**config.mk**
```make
export PLATFORM = sky130hd
export DESIGN_NAME = can_rx
export DESIGN_NICKNAME = d
export VERILOG_FILES = /design/src/rtl/can_pkg.sv /design/src/rtl/can_crc15.sv /design/src/rtl/can_rx.sv
export SDC_FILE = /design/constraint.sdc
export NUM_CORES = 1
export LEC_CHECK = 0
export BUFFER_PORTS_ARGS = -buffer_cell sky130_fd_sc_hd__buf_2
export CAP_MARGIN = 15
export CELL_PAD_IN_SITES_DETAIL_PLACEMENT = 2
export CELL_PAD_IN_SITES_GLOBAL_PLACEMENT = 2
export CORE_ASPECT_RATIO = 1.25
export CORE_MARGIN = 2
export CORE_UTILIZATION = 42
export DETAILED_ROUTE_END_ITERATION = 10
export PLACE_DENSITY = 0.83
export SETUP_SLACK_MARGIN = 0.5
export SLEW_MARGIN = 10
export SYNTH_ARGS = -nofsm -noshare
export SYNTH_HDL_FRONTEND = slang
export SYNTH_SLANG_ARGS = --single-unit
```
**constraint.sdc**
```tcl
create_clock -name clk -period 6.27 [get_ports clk]
set_input_delay 0.3135 -clock clk [delete_from_list [all_inputs] [get_ports clk]]
set_output_delay 0.3135 -clock clk [all_outputs]
set_load 0.1 [all_outputs]
```
**src/rtl/can_pkg.sv**
```systemverilog
// Shared CAN types and constants: FSM states, error codes, field lengths, CRC-15 step.
package can_pkg;

  typedef enum logic [3:0] {
    ST_IDLE, ST_SOF, ST_ID, ST_CTRL, ST_DATA, ST_CRC,
    ST_CRC_DEL, ST_ACK, ST_ACK_DEL, ST_EOF, ST_ERR
  } state_t;

  localparam logic [1:0] ERR_NONE  = 2'b00;
  localparam logic [1:0] ERR_STUFF = 2'b01;
  localparam logic [1:0] ERR_CRC   = 2'b10;
  localparam logic [1:0] ERR_FORM  = 2'b11;

  localparam logic [14:0] CRC15_POLY = 15'h4599;

  localparam int ID_W      = 11;
  localparam int DLC_W     = 4;
  localparam int DATA_W    = 8;
  localparam int CRC_W     = 15;
  localparam int EOF_LEN   = 7;
  localparam int STUFF_RUN = 5;
  localparam int CTRL_W    = 3 + DLC_W;
  localparam int ERR_IDLE_BITS = 11;

  function automatic logic [CRC_W-1:0] crc15_next(input logic [CRC_W-1:0] crc, input logic b);
    logic [CRC_W-1:0] sh;
    sh = {crc[CRC_W-2:0], 1'b0};
    return (b ^ crc[CRC_W-1]) ? (sh ^ CRC15_POLY) : sh;
  endfunction

endpackage

```
**src/rtl/can_crc15.sv**
```systemverilog
// Serial CAN CRC-15 register, one bit per bit_en; clear has priority.
module can_crc15
  import can_pkg::*;
(
  input  logic             clk,
  input  logic             rst,
  input  logic             clear,
  input  logic             bit_en,
  input  logic             bit_in,
  output logic [CRC_W-1:0] crc
);

  always_ff @(posedge clk or negedge rst) begin
    if (!rst) begin
      crc <= '0;
    end else if (clear) begin
      crc <= '0;
    end else if (bit_en) begin
      crc <= crc15_next(crc, bit_in);
    end
  end

endmodule

```
**src/rtl/can_rx.sv**
```systemverilog
// CAN standard-ID single-byte frame receiver; valid/err one cycle after the deciding sample, no backpressure.
// Optional CAN_RX_ACK_EN adds ack_tx, driven dominant for the ACK slot of a CRC-clean frame.
module can_rx
  import can_pkg::*;
#(
  parameter int CLKS_PER_BIT = 4,
  parameter int SYNC_STAGES  = 2
) (
  input  logic              clk,
  input  logic              rst,
  input  logic              rx,
  output logic [ID_W-1:0]   id_out,
  output logic [DATA_W-1:0] data_out,
  output logic              valid,
  output logic              busy,
  output logic              err,
  output logic [1:0]        err_code
`ifdef CAN_RX_ACK_EN
  ,
  output logic              ack_tx
`endif
);

  localparam int CNT_W = (CLKS_PER_BIT > 2) ? $clog2(CLKS_PER_BIT) : 1;
  localparam logic [CNT_W-1:0] FIRST_CNT = CNT_W'(CLKS_PER_BIT / 2 - 1);
  localparam logic [CNT_W-1:0] LAST_CNT  = CNT_W'(CLKS_PER_BIT - 1);
  localparam logic [2:0]       RUN_MAX   = 3'(STUFF_RUN);

  logic [SYNC_STAGES-1:0] sync_q;
  logic                   rx_s, rx_d, fall;
  state_t                 state;
  logic [CNT_W-1:0]       cnt;
  logic [3:0]             bit_cnt;
  logic [3:0]             rec_cnt;
  logic                   run_val;
  logic [2:0]             run_cnt;
  logic [ID_W-1:0]        id_sh;
  logic [DATA_W-1:0]      data_sh;
  logic [CRC_W-2:0]       crc_sh;
  logic [CRC_W-1:0]       crc;
  logic                   sample, stuff_zone, is_stuff, stuff_err, bit_ok, crc_en;
  logic [1:0]             fault_code;

  always_ff @(posedge clk or negedge rst) begin
    if (!rst) begin
      sync_q <= '1;
      rx_d   <= 1'b1;
    end else begin
      sync_q <= {sync_q[SYNC_STAGES-2:0], rx};
      rx_d   <= rx_s;
    end
  end

  assign rx_s = sync_q[SYNC_STAGES-1];
  assign fall = rx_d & ~rx_s;

  // A pending stuff bit may follow the last CRC bit, so the delimiter state still checks one.
  assign sample     = (state != ST_IDLE) && (cnt == '0);
  assign stuff_zone = (state inside {ST_ID, ST_CTRL, ST_DATA, ST_CRC}) ||
                      (state == ST_CRC_DEL && run_cnt == RUN_MAX);
  assign is_stuff   = sample && stuff_zone && (run_cnt == RUN_MAX);
  assign stuff_err  = is_stuff && (rx_s == run_val);
  assign bit_ok     = sample && !is_stuff;
  assign crc_en     = bit_ok && (state inside {ST_SOF, ST_ID, ST_CTRL, ST_DATA});

  can_crc15 u_crc (
    .clk    (clk),
    .rst    (rst),
    .clear  (state == ST_IDLE && fall),
    .bit_en (crc_en),
    .bit_in (rx_s),
    .crc    (crc)
  );

  // Control field must read RTR=IDE=r0=0, DLC=0001: only its last bit is recessive.
  always_comb begin
    fault_code = ERR_NONE;
    if (stuff_err) begin
      fault_code = ERR_STUFF;
    end else if (bit_ok) begin
      case (state)
        ST_CTRL:    if (rx_s != (bit_cnt == 4'(CTRL_W - 1))) fault_code = ERR_FORM;
        ST_CRC:     if (bit_cnt == 4'(CRC_W - 1) && {crc_sh, rx_s} != crc) fault_code = ERR_CRC;
        ST_CRC_DEL, ST_ACK_DEL, ST_EOF: if (!rx_s) fault_code = ERR_FORM;
        default:    ;
      endcase
    end
  end

  always_ff @(posedge clk or negedge rst) begin
    if (!rst) begin
      state    <= ST_IDLE;
      cnt      <= '0;
      bit_cnt  <= '0;
      rec_cnt  <= '0;
      run_val  <= 1'b1;
      run_cnt  <= '0;
      id_sh    <= '0;
      data_sh  <= '0;
      crc_sh   <= '0;
      id_out   <= '0;
      data_out <= '0;
      valid    <= 1'b0;
      busy     <= 1'b0;
      err      <= 1'b0;
      err_code <= ERR_NONE;
    end else begin
      valid <= 1'b0;
      err   <= 1'b0;
      if (state != ST_IDLE) cnt <= (cnt == '0) ? LAST_CNT : cnt - 1'b1;

      if (sample && stuff_zone) begin
        if (is_stuff || rx_s != run_val) begin
          run_val <= rx_s;
          run_cnt <= 3'd1;
        end else begin
          run_cnt <= run_cnt + 3'd1;
        end
      end

      case (state)
        ST_IDLE: begin
          if (fall) begin
            state <= ST_SOF;
            busy  <= 1'b1;
            cnt   <= FIRST_CNT;
          end
        end
        ST_ERR: begin
          if (sample) begin
            if (!rx_s) begin
              rec_cnt <= '0;
            end else if (rec_cnt == 4'(ERR_IDLE_BITS - 1)) begin
              state <= ST_IDLE;
              busy  <= 1'b0;
            end else begin
              rec_cnt <= rec_cnt + 4'd1;
            end
          end
        end
        default: begin
          if (fault_code != ERR_NONE) begin
            state    <= ST_ERR;
            err      <= 1'b1;
            err_code <= fault_code;
            rec_cnt  <= '0;
          end else if (bit_ok) begin
            bit_cnt <= bit_cnt + 4'd1;
            case (state)
              ST_SOF: begin
                bit_cnt <= '0;
                run_val <= 1'b0;
                run_cnt <= 3'd1;
                if (!rx_s) begin
                  state <= ST_ID;
                end else begin
                  state <= ST_IDLE;
                  busy  <= 1'b0;
                end
              end
              ST_ID: begin
                id_sh <= {id_sh[ID_W-2:0], rx_s};
                if (bit_cnt == 4'(ID_W - 1)) begin
                  state   <= ST_CTRL;
                  bit_cnt <= '0;
                end
              end
              ST_CTRL: begin
                if (bit_cnt == 4'(CTRL_W - 1)) begin
                  state   <= ST_DATA;
                  bit_cnt <= '0;
                end
              end
              ST_DATA: begin
                data_sh <= {data_sh[DATA_W-2:0], rx_s};
                if (bit_cnt == 4'(DATA_W - 1)) begin
                  state   <= ST_CRC;
                  bit_cnt <= '0;
                end
              end
              ST_CRC: begin
                crc_sh <= {crc_sh[CRC_W-3:0], rx_s};
                if (bit_cnt == 4'(CRC_W - 1)) state <= ST_CRC_DEL;
              end
              ST_CRC_DEL: state <= ST_ACK;
              ST_ACK:     state <= ST_ACK_DEL;
              ST_ACK_DEL: begin
                state   <= ST_EOF;
                bit_cnt <= '0;
              end
              ST_EOF: begin
                if (bit_cnt == 4'(EOF_LEN - 1)) begin
                  state    <= ST_IDLE;
                  busy     <= 1'b0;
                  valid    <= 1'b1;
                  id_out   <= id_sh;
                  data_out <= data_sh;
                end
              end
              default: ;
            endcase
          end
        end
      endcase
    end
  end

`ifdef CAN_RX_ACK_EN
  localparam logic [CNT_W-1:0] EDGE_CNT = CNT_W'(CLKS_PER_BIT / 2);

  // ACK is only reachable after a matching CRC; the slot spans edge-to-edge, half a bit before each sample.
  always_ff @(posedge clk or negedge rst) begin
    if (!rst) begin
      ack_tx <= 1'b1;
    end else if (state == ST_ACK && cnt == EDGE_CNT) begin
      ack_tx <= 1'b0;
    end else if (state != ST_ACK && (state != ST_ACK_DEL || cnt == EDGE_CNT)) begin
      ack_tx <= 1'b1;
    end
  end
`endif

endmodule
```
==> results of run 1 <==
cell type report:
cell class / count / area (um2) / area share
Inverter: 8 / 30.03 / 0.005721
Tap cell: 135 / 168.9 / 0.03218
Multi-Input combinational cell: 291 / 2265 / 0.4315
Clock buffer: 9 / 225.2 / 0.04291
Clock inverter: 7 / 62.56 / 0.01192
Timing Repair Buffer: 30 / 165.2 / 0.03147
Sequential cell: 93 / 2332 / 0.4443
path summary, 6_finish.rpt:
check                      slack [ns]                   endpoint  cells past startpoint
max                              2.80      crc_sh[6]$_DFFE_PN0P_                      7
min                              0.05        sync_q[0]$_DFF_PN1_                      1
max reg2reg                      2.80      crc_sh[6]$_DFFE_PN0P_                      7
min reg2reg                      0.36        sync_q[1]$_DFF_PN1_                      0
max in group asynchronous        4.65  u_crc.crc[12]$_DFFE_PN0P_                      3
min in group asynchronous        0.48    err_code[1]$_DFFE_PN0P_                      2
cells in the mapped netlist (7+ instances only):
cell	number
dfrtp_1	89
nand2_1	49
mux2_2	33
o21ai_0	28
mux2_4	19
nor2_1	17
xor2_1	17
clkbuf_1	11
nand2b_1	10
xnor2_1	9
a21oi_1	8
inv_1	8
nor3_1	8
ha_1	7
through the flow:
step	total power, mW	cells	setup WS (ns)	hold WS (ns)
after floorplan	1.476	416	3.834	0.01791
after global placement	1.606	556	3.057	0.3226
after detailed placement	1.672	556	2.879	0.3370
after CTS	2.256	573	2.828	0.04379
after global routing	2.378	573	2.613	0.05128
final	2.241	573	2.795	0.04991
cells by family after synthesis:
logic type / share of synthesized area
fa+ha+maj: 0.01841
xor+xnor: 0.04786
simple gates: 0.1572
mux: 0.1486
buf+inv: 0.03707
flops: 0.4901
compound gates: 0.1007
report_power, final:
part	leakage, nW	internal (mW)	switching, mW
Sequential	1.24	0.707	0.196
Clock	0.145	0.279	0.267
Combinational	1.14	0.287	0.504
worst max-delay path: cells and delay by family, from the launching register on:
family / cells / cell delay [ns]
AOI/OAI and AO/OA: 1 / 0.08
buffers and inverters: 1 / 0.26
DFF: 1 / 0.95
muxes: 1 / 0.42
and+or+nand+nor: 4 / 1.62
what timing repair did:
| item | CTS | global route |
|---|---|---|
| endpoints found under the hold margin | 39 | 0 |
| endpoints found under the setup margin | 0 | 0 |
| hold buffers | 1 | 0 |
state kept, by name, indices dropped and copies added (netlist names):
signal	count
bit_cnt	4
busy	1
cnt	2
crc_sh	14
data_out	8
data_sh	8
err	1
err_code	2
id_out	11
id_sh	11
rec_cnt	4
run_cnt	3
run_val	1
rx_d	1
state	4
sync_q	2
u_crc.crc	15
valid	1
per-layer routing:
metal | vias up | wire length (um)
met5 | - | 0
met3 | 19 | 286
li1 | 1503 | -
met2 | 41 | 6941
met1 | 1722 | 5455
met4 | 0 | 324
==> summary.txt, run 1 <==
Status
  – Status: complete, no violations

Detailed routing
  – Via Count: 3285
  – Residual DRC: 0
  – Avg WL per Cell: 22.70 um
  – Routed WL: 13.01 mm
  – Vias per std cell: 5.733
  – Detailed Routing Iterations Pass 1: 4
  – Final ANT Viol Nets: 0
  – Initial DRC count: 126

Synth
  – Distinct cells, synth: 63
  – Area leader, netlist: dfrtp_1
  – FFs w/ async S/R, synth: 1.000
  – Register area share after synthesis: 0.4901
  – Synth Instances: 416
  – Post-Syn Area: 4758 um2
  – Post-synthesis net count: 426
  – Average size of a mapped cell: 11.44 um2
  – Yosys reg bits: 93
  – Primary FF master, synth: dfrtp_1
  – EDFF count, synth: 0
  – Post-synth top area share: 0.4681
  – Yosys warning count: 0
  – Top cells by area, synth: dfrtp_1, mux2_2, mux2_4, nand2_1, xor2_1

Timing
  – Fmax: 0.2878 GHz
  – Layout Skew: 0.01250 ns
  – Final Hold Viols: 0
  – Slew margin rel.: 0.2559
  – RSZ-0062 raised after global routing: false
  – Worst-Margin Slew: 1.116 ns
  – Setup_tns: 0 ns
  – Tmin final: 3.475 ns
  – Final Cycle Share: 0.5542
  – Max-slew violations: 0
  – Final Setup Violations: 0

Global routing
  – Vias in the first global route: 3635
  – Met3 Use GR: 0.03109
  – Antenna violations before repair: 0
  – Largest net degree at the start of global routing: 55
  – Total track usage: 0.2259
  – First-pass GRT wire length: 20.81 mm
  – Busiest grt layer: met2
  – GRT overflow: 0
  – Grt met1 use: 0.2708
  – GR Util met2: 0.4016

Setup path
  – Critical path class: reg -> reg
  – Slowest-stage cell, CP: dfrtp_1
  – CP Max Fanout: 28
  – Worst setup EP type: register
  – Largest stage delay, worst path: 0.95 ns
  – Worst setup SP type: register
  – R2R Path Start: state[1]$_DFFE_PN0P_
  – Crit path launch: state[1]$_DFFE_PN0P_
  – CP Data Arrival Time: 3.71 ns
  – Crit-path cells: inv_1 -> nand2_1 -> a21oi_1 -> or3b_2 -> nand3b_4 -> nor3_4 -> mux2_2
  – Worst Path Required: 6.50 ns

Floorplan
  – Rows: 43
  – Total die area: 12200 um2
  – Die Wd: 99.20 um
  – Core area: 11080 um2
  – Die Y-Extent: 123.0 um
  – I/O Pins: 27
  – Initial core utilization: 0.4293

Finish
  – Syn-to-layout area delta: 10.31%
  – Antenna diodes: 0
  – Share of layout cells above drive strength 1: 0.2603
  – Post-Layout Inst Area: 5249 um2
  – Most frequent cells in the layout: dfrtp_1, nand2_1, mux2_2
  – Most common cell after layout, fill and taps aside: dfrtp_1
  – # fillers: 1126
  – Nets@finish: 443
  – Final design utilization: 0.4736

Clock tree
  – CTS tree: yes
  – CTS resizes: 0
  – Longest Clk Path Bufs: 2
  – CTS clk-pin slew, worst paths: 0.08 ns
  – H-tree Lvls: 3
  – Post-CTS Setup Inserts: 0
  – Clock sinks: 93
  – Clock root buffer: clkbuf_16
  – Worst-Skew Late Latency: 0.36 ns
  – Num CTS Buffers: 9

Min path
  – Min-delay src: rx
  – Hold crit path type: in -> reg

Pwr
  – Power Density: 426.9 nW/um2
  – Static leakage: 2.524 nW
  – Worst VDD drop: 0.2090 mV

Placement
  – Gp weighted congestion: 0.7697
  – Detailed placer's ending HPWL: 8.195 mm
  – Port buffer count: 26
  – Placed cell areas: 4942 um2

Job
  – Max Cap Violations: 0
(Power assumes the default switching activity.)
==> inputs of run 2 (changes only) <==
--- a/config.mk
+++ b/config.mk
@@ -11,9 +11,9 @@
 export CELL_PAD_IN_SITES_GLOBAL_PLACEMENT = 2
 export CORE_ASPECT_RATIO = 1.25
 export CORE_MARGIN = 2
-export CORE_UTILIZATION = 42
+export CORE_UTILIZATION = 41
 export DETAILED_ROUTE_END_ITERATION = 10
-export PLACE_DENSITY = 0.83
+export PLACE_DENSITY = 0.82
 export SETUP_SLACK_MARGIN = 0.5
 export SLEW_MARGIN = 10
 export SYNTH_ARGS = -nofsm -noshare
==> constraint.sdc (replaced) <==
create_clock -name clk -period 3.31 [get_ports clk]
set_input_delay 0.1655 -clock clk [delete_from_list [all_inputs] [get_ports clk]]
set_output_delay 0.1655 -clock clk [all_outputs]
set_load 0.1 [all_outputs]
==> run 2 against run 1 <==
Effect of this change:
- fmax up 25%
- sequential share of layout area decreased by 2.8 points
- sequential power up 79%
- count of clock-buffer cells in the layout up 1
- first-iteration DRC count shrank 2.4%
- hold slack improved by 0.32 ns
- highest routed layer unchanged
- largest cell class unchanged
- cell area up 7.0%
- power up 110%
- critical endpoint is now id_out[8]$_DFFE_PN0P_
- largest power group is now combinational logic
- clock skew up 0.0055 ns
- wire length is 31% higher
- global-route usage grew 5.4 points
- non-clock buffer count rose by 31
==> summary.txt, run 2 (same netlist as run 1, synthesis figures left out) <==
Finish
  – Nets@finish: 474 (+7.0%)
  – Top flop regs: u_crc.crc: 15 flops, crc_sh: 14 flops
  – Top reg by flops: u_crc.crc
  – Antenna diodes: 0 (unchanged)
  – # fillers: 1120 (-0.53%)
  – Multi-input logic area: 2310 um2 (+2.0%)
  – Syn-to-layout area delta: 18.04%
  – Share of layout cells above drive strength 1: 0.3326 (+0.07235)
  – Most frequent cells in the layout: dfrtp_1, nand2_1, mux2_2
  – Finished Layout Cells: 607 (+5.9%)
  – Post-Layout Inst Area: 5617 um2 (+7.0%)
  – Register area: 2337 um2 (+0.21%)
  – Most common cell after layout, fill and taps aside: dfrtp_1
  – Largest register FFs: 15 (unchanged)

Timing
  – RSZ-0062 raised after global routing: false
  – Layout Skew: 0.01804 ns (+0.005549 ns)
  – Worst-Margin Slew: 1.074 ns (-0.04233 ns)
  – Setup_tns: 0 ns (unchanged)
  – Final Hold Viols: 0 (unchanged)
  – Tmin final: 2.784 ns (-0.6906 ns)
  – Fmax: 0.3592 GHz (+25%)
  – Slew margin rel.: 0.2775 (+0.02162)
  – Final Cycle Share: 0.8411 (+0.2869)
  – Max-slew violations: 0 (unchanged)
  – Final Setup Violations: 0 (unchanged)

Detailed routing
  – Detailed Routing Iterations Pass 1: 4 (unchanged)
  – Via Count: 3541 (+7.8%)
  – Avg WL per Cell: 27.98 um (+23%)
  – Final ANT Viol Nets: 0 (unchanged)
  – Routed WL: 16.99 mm (+31%)
  – Vias per std cell: 5.834 (+1.8%)
  – Initial DRC count: 123 (-2.4%)
  – Residual DRC: 0 (unchanged)

Pwr
  – Power, Total: 4.799 mW (+110%)
  – Power Density: 854.5 nW/um2 (+100%)
  – Worst VDD drop: 0.3825 mV (+83%)
  – Static leakage: 2.698 nW (+6.9%)

Floorplan
  – I/O Pins: 27 (unchanged)
  – Initial core utilization: 0.4155 (-0.01379)
  – Total die area: 12490 um2 (+2.3%)
  – Die Y-Extent: 124.4 um (+1.2%)
  – Rows: 44 (+2.3%)
  – Core area: 11450 um2 (+3.3%)
  – Die Wd: 100.4 um (+1.2%)

Global routing
  – First-pass GRT wire length: 25.54 mm (+23%)
  – Vias in the first global route: 4090 (+13%)
  – Largest net degree at the start of global routing: 72 (+31%)
  – Antenna violations before repair: 0 (unchanged)
  – GRT overflow: 0 (unchanged)
  – Total track usage: 0.2798 (+0.05390)

Setup path
  – Critical path class: reg -> reg
  – CP top delay family: simple AND/OR/NAND/NOR gates
  – Critical path buffers and inverters: 2 (+1)
  – Worst setup SP type: register
  – CP Max Fanout: 10 (-64%)
  – Slowest-stage cell, CP: dfrtp_1
  – CP Data Arrival Time: 3.02 ns (-0.69 ns)
  – Worst Path Required: 3.54 ns (-2.96 ns)
  – Crit-path cells: xor2_1 -> nor4_1 -> nand2_1 -> o2111ai_4 -> nand3b_4 -> nor4_4 -> buf_4 -> buf_12 -> mux2_4
  – Worst setup EP type: register
  – Largest stage delay, worst path: 0.46 ns (-0.49 ns)

Clock tree
  – Worst-Skew Late Latency: 0.36 ns (about the same)
  – H-tree Lvls: 3 (unchanged)
  – Num CTS Buffers: 9 (unchanged)
  – CTS clk-pin slew, worst paths: 0.07 ns (about the same)
  – CTS tree: yes
  – Clock root buffer: clkbuf_16
  – Longest Clk Path Bufs: 2 (unchanged)
  – Clock sinks: 93 (unchanged)

Placement
  – Placed cell areas: 5066 um2 (+2.5%)
  – Detailed placer's ending HPWL: 9.439 mm (+15%)
  – DP Cell Count: 575 (+3.4%)
  – Gp weighted congestion: 0.8575 (+11%)
  – Port buffer count: 26 (unchanged)

Status
  – Status: complete, no violations

Min path
  – Hold crit path type: reg -> reg

Job
  – Max Cap Violations: 0 (unchanged)
[run 2: worst paths after layout]
path / start / to / slack, ns / cells after the start
hold reg to reg: sync_q[0]$_DFF_PN1_ / sync_q[1]$_DFF_PN1_ / 0.37 / 0
setup / recovery: crc_sh[12]$_DFFE_PN0P_ / id_out[8]$_DFFE_PN0P_ / 0.53 / 9
setup reg to reg: crc_sh[12]$_DFFE_PN0P_ / id_out[8]$_DFFE_PN0P_ / 0.53 / 9
max in group asynchronous: rst / u_crc.crc[10]$_DFFE_PN0P_ / 2.03 / 3
hold / removal: sync_q[0]$_DFF_PN1_ / sync_q[1]$_DFF_PN1_ / 0.37 / 0
min in group asynchronous: rst / err_code[1]$_DFFE_PN0P_ / 0.46 / 2
[run 2: layout make-up]
cell class                 count  share of cell area
inverter                       8            0.005346
sequential                    93              0.4161
clock buffer                  10             0.04077
multi-input combinational    291              0.4112
tap                          138             0.03074
timing repair buffer          61             0.07886
clock inverter                 6             0.01693
[run 2: what timing repair did]
action / in CTS / in global routing
buffers inserted: 4 / 9
pin swaps: 1 / 6
gates resized for setup: 7 / 12
hold buffers: 2 / 0
gates cloned: 1 / 0
endpoints found under the setup margin: 33 / 32
endpoints found under the hold margin: 11 / 0
[run 2: worst reg2reg max path: cells and delay by family (launching register included)]
| kind | cells | cell delay [ns] |
|---|---|---|
| AOI/OAI and AO/OA | 1 | 0.29 |
| xor gates and xnor gates | 1 | 0.18 |
| buffers and inverters | 2 | 0.33 |
| DFF | 1 | 0.46 |
| muxes | 1 | 0.33 |
| and+or+nand+nor | 4 | 1.07 |
[run 2: metal layers]
metal	vias to the layer above	GRT usage	share of wire
met4	0	0.1410	0.037
met5	-	0	0
met1	1850	0.3188	0.38
met3	41	0.04321	0.031
met2	93	0.4982	0.55
li1	1557	-	-
[run 2: report_power, final]
group	internal, mW	switching [mW]
registers	1.35	0.274
logic	0.713	1.29
clock network	0.671	0.507
total	2.73	2.07
[run 2: stage by stage]
| step | hold WS (ns) | setup WS (ns) | util |
|---|---|---|---|
| after floorplan | -0.1301 | 0.8741 | - |
| after global placement | 0.2719 | 0.5371 | 0.4424 |
| after detailed placement | 0.2843 | 0.3830 | 0.4424 |
| after CTS | 0.3758 | 0.5026 | 0.4800 |
| after global routing | 0.3714 | 0.4131 | 0.4905 |
| final | 0.3715 | 0.5260 | 0.4905 |
==> inputs of run 3 (changes only) <==
==> constraint.sdc (replaced) <==
create_clock -name clk -period 2.6 [get_ports clk]
set_input_delay 0.13 -clock clk [delete_from_list [all_inputs] [get_ports clk]]
set_output_delay 0.13 -clock clk [all_outputs]
set_load 0.1 [all_outputs]
==> run 3 against run 2 <==
Effect of this change:
- the run now ends with setup timing left
- global-route usage is 4.3 points higher
- final cell count is 9.6% higher
- non-clock buffer count is 58 higher
- setup slack worse by 0.76 ns
- sequential power is 33% higher
- via count is 18% higher
- wire length is 40% higher
- combinational power is 110% higher
- first-iteration DRC count grew to 2.8 times the previous value
- sequential share of layout area is 7.2 points lower
- cell area is 21% higher
- clock skew is 0.0035 ns lower
- largest cell class is now multi-input combinational cells
- largest power group unchanged
==> summary.txt, run 3 (same netlist as run 1, synthesis figures left out) <==
Timing
  – Final Hold Viols: 0 (unchanged)
  – Fmax: 0.3524 GHz (-1.9%)
  – Tmin final: 2.838 ns (+0.05392 ns)
  – Max-slew violations: 0 (unchanged)
  – Worst-Margin Slew: 0.7833 ns (-0.2905 ns)
  – Slew margin rel.: 0.4778 (+0.2003)
  – Final Cycle Share: 1.092 (+0.2504)
  – RSZ-0062 raised after global routing: true
  – Final Setup Violations: 39 (+39)
  – Setup ws final: -0.2379 ns (-0.7639 ns)
  – Layout Skew: 0.01457 ns (-0.003473 ns)

Placement
  – Port buffer count: 26 (unchanged)
  – Gp weighted congestion: 0.8784 (+2.4%)
  – Detailed placer's ending HPWL: 9.406 mm (-0.34%)
  – Pre-CTS setup slack: 0.03886 ns (-0.3441 ns)

Finish
  – Nets@finish: 532 (+12%)
  – Top flop regs: u_crc.crc: 15 flops, crc_sh: 14 flops
  – Antenna diodes: 0 (unchanged)
  – # fillers: 1023 (-8.7%)
  – Largest register FFs: 15 (unchanged)
  – Most frequent cells in the layout: dfrtp_1, buf_4, mux2_4
  – Most common cell after layout, fill and taps aside: dfrtp_1
  – Multi-input logic area: 2861 um2 (+24%)
  – Register area: 2338 um2 (about the same)
  – Syn-to-layout area delta: 43.02%
  – Share of layout cells above drive strength 1: 0.5218 (+0.1892)
  – Final design utilization: 0.5943 (+0.1038)
  – Top reg by flops: u_crc.crc

Status
  – Failing checks: setup timing
  – Status: finished with violations

Detailed routing
  – Vias per std cell: 6.259 (+7.3%)
  – Initial DRC count: 347 (+180%)
  – Residual DRC: 0 (unchanged)
  – Final ANT Viol Nets: 0 (unchanged)
  – Detailed Routing Iterations Pass 1: 5 (+1)
  – Avg WL per Cell: 35.66 um (+27%)
  – Routed WL: 23.71 mm (+40%)
  – Via Count: 4162 (+18%)

Global routing
  – GRT overflow: 0 (unchanged)
  – Total track usage: 0.3227 (+0.04286)
  – Antenna violations before repair: 0 (unchanged)
  – First-pass GRT wire length: 29.33 mm (+15%)
  – Vias in the first global route: 4467 (+9.2%)
  – Largest net degree at the start of global routing: 57 (-21%)

Setup path
  – CP Max Fanout: 5 (-5)
  – Critical path buffers and inverters: 2 (unchanged)
  – CP top delay family: simple AND/OR/NAND/NOR gates
  – Worst Path Required: 2.86 ns (-0.68 ns)
  – Slowest-stage cell, CP: dfrtp_1
  – Critical path class: reg -> reg
  – Worst setup SP type: register
  – Largest stage delay, worst path: 0.45 ns (about the same)
  – Crit-path cells: xor2_1 -> nor4_2 -> nand2_1 -> o2111ai_4 -> nand3b_4 -> nor4_4 -> buf_6 -> clkbuf_16 -> mux2_4
  – CP Data Arrival Time: 3.09 ns (+0.07 ns)
  – Worst setup EP type: register

Floorplan
  – I/O Pins: 27 (unchanged)
  – Die Y-Extent: 124.4 um (unchanged)
  – Rows: 44 (unchanged)
  – Initial core utilization: 0.4155 (unchanged)
  – Core area: 11450 um2 (unchanged)
  – Total die area: 12490 um2 (unchanged)
  – Die Wd: 100.4 um (unchanged)

Pwr
  – Static leakage: 3.172 nW (+18%)
  – Power Density: 1147 nW/um2 (+34%)
  – Worst VDD drop: 0.7682 mV (+100%)

Clock tree
  – H-tree Lvls: 3 (unchanged)
  – CTS tree: yes
  – Worst-Skew Late Latency: 0.38 ns (+0.02 ns)
  – Num CTS Buffers: 9 (unchanged)
  – Clock sinks: 93 (unchanged)
  – Clock root buffer: clkbuf_16
  – Longest Clk Path Bufs: 2 (unchanged)
  – CTS clk-pin slew, worst paths: 0.08 ns (about the same)

Job
  – Max Cap Violations: 0 (unchanged)

Min path
  – Hold crit path type: reg -> reg
[run 3: cell count changes in the layout (fill, tap and decap cells not counted), moves of 14 or more]
| cell | previous run | this run |
|---|---|---|
| nand2_1 | 49 | 32 |
| buf_6 | 0 | 24 |
| nand2_2 | 0 | 14 |
| buf_4 | 31 | 54 |
| mux2_4 | 19 | 52 |
| mux2_2 | 33 | 0 |
[run 3: per-stage QoR]
step	cells	setup TNS, ns	area (um2)	hold WS, ns	total power, mW
final	665	-6.091	6805	0.3903	7.803
after global placement	585	0	5223	0.2228	4.099
after global routing	665	-7.259	6805	0.3976	8.004
after CTS	638	0	6228	0.3729	6.520
after detailed placement	585	0	5223	0.2391	4.302
after floorplan	416	0	4821	-0.1656	3.576
[run 3: power by group]
group          internal (mW)  total, mW  switching, mW  leakage (nW)
clock network          0.772       1.50          0.728         0.151
logic                   1.67       4.14           2.47          1.78
registers               1.72       2.16          0.445          1.24
total                   4.16       7.80           3.64          3.17
[run 3: what timing repair did]
| item | 4_1_cts | 5_1_grt |
|---|---|---|
| pin swaps | 23 | 27 |
| setup endpoints to repair | 86 | 86 |
| gates resized for setup | 90 | 82 |
| gates cloned | 1 | 4 |
| buffers inserted | 34 | 23 |
| hold buffers | 2 | 0 |
| endpoints found under the hold margin | 52 | 0 |
[run 3: path summary, 6_finish.rpt]
path	from	endpoint	slack, ns	cells past startpoint
min in group asynchronous	rst	u_crc.crc[1]$_DFFE_PN0P_	0.45	2
max in group asynchronous	rst	id_sh[7]$_DFFE_PN0P_	1.36	3
setup reg to reg	u_crc.crc[13]$_DFFE_PN0P_	data_out[2]$_DFFE_PN0P_	-0.24	9
hold reg to reg	sync_q[0]$_DFF_PN1_	sync_q[1]$_DFF_PN1_	0.39	0
setup / recovery	u_crc.crc[13]$_DFFE_PN0P_	data_out[2]$_DFFE_PN0P_	-0.24	9
hold / removal	sync_q[0]$_DFF_PN1_	sync_q[1]$_DFF_PN1_	0.39	0
[run 3: cell type report]
class | count | area share
inverters | 8 | 0.004413
multi-input cells | 291 | 0.4205
clock buffers | 9 | 0.03309
flip-flops and latches | 93 | 0.3436
well taps | 138 | 0.02537
repair buffers | 119 | 0.1596
clock inverters | 7 | 0.01342
[run 3: metal layers]
layer / GRT usage / part of all wire / vias to the layer above
li1: - / - / 1677
met3: 0.06004 / 0.050 / 104
met4: 0.1378 / 0.069 / 0
met5: 0 / 0 / -
met1: 0.3803 / 0.37 / 2194
met2: 0.5649 / 0.51 / 187
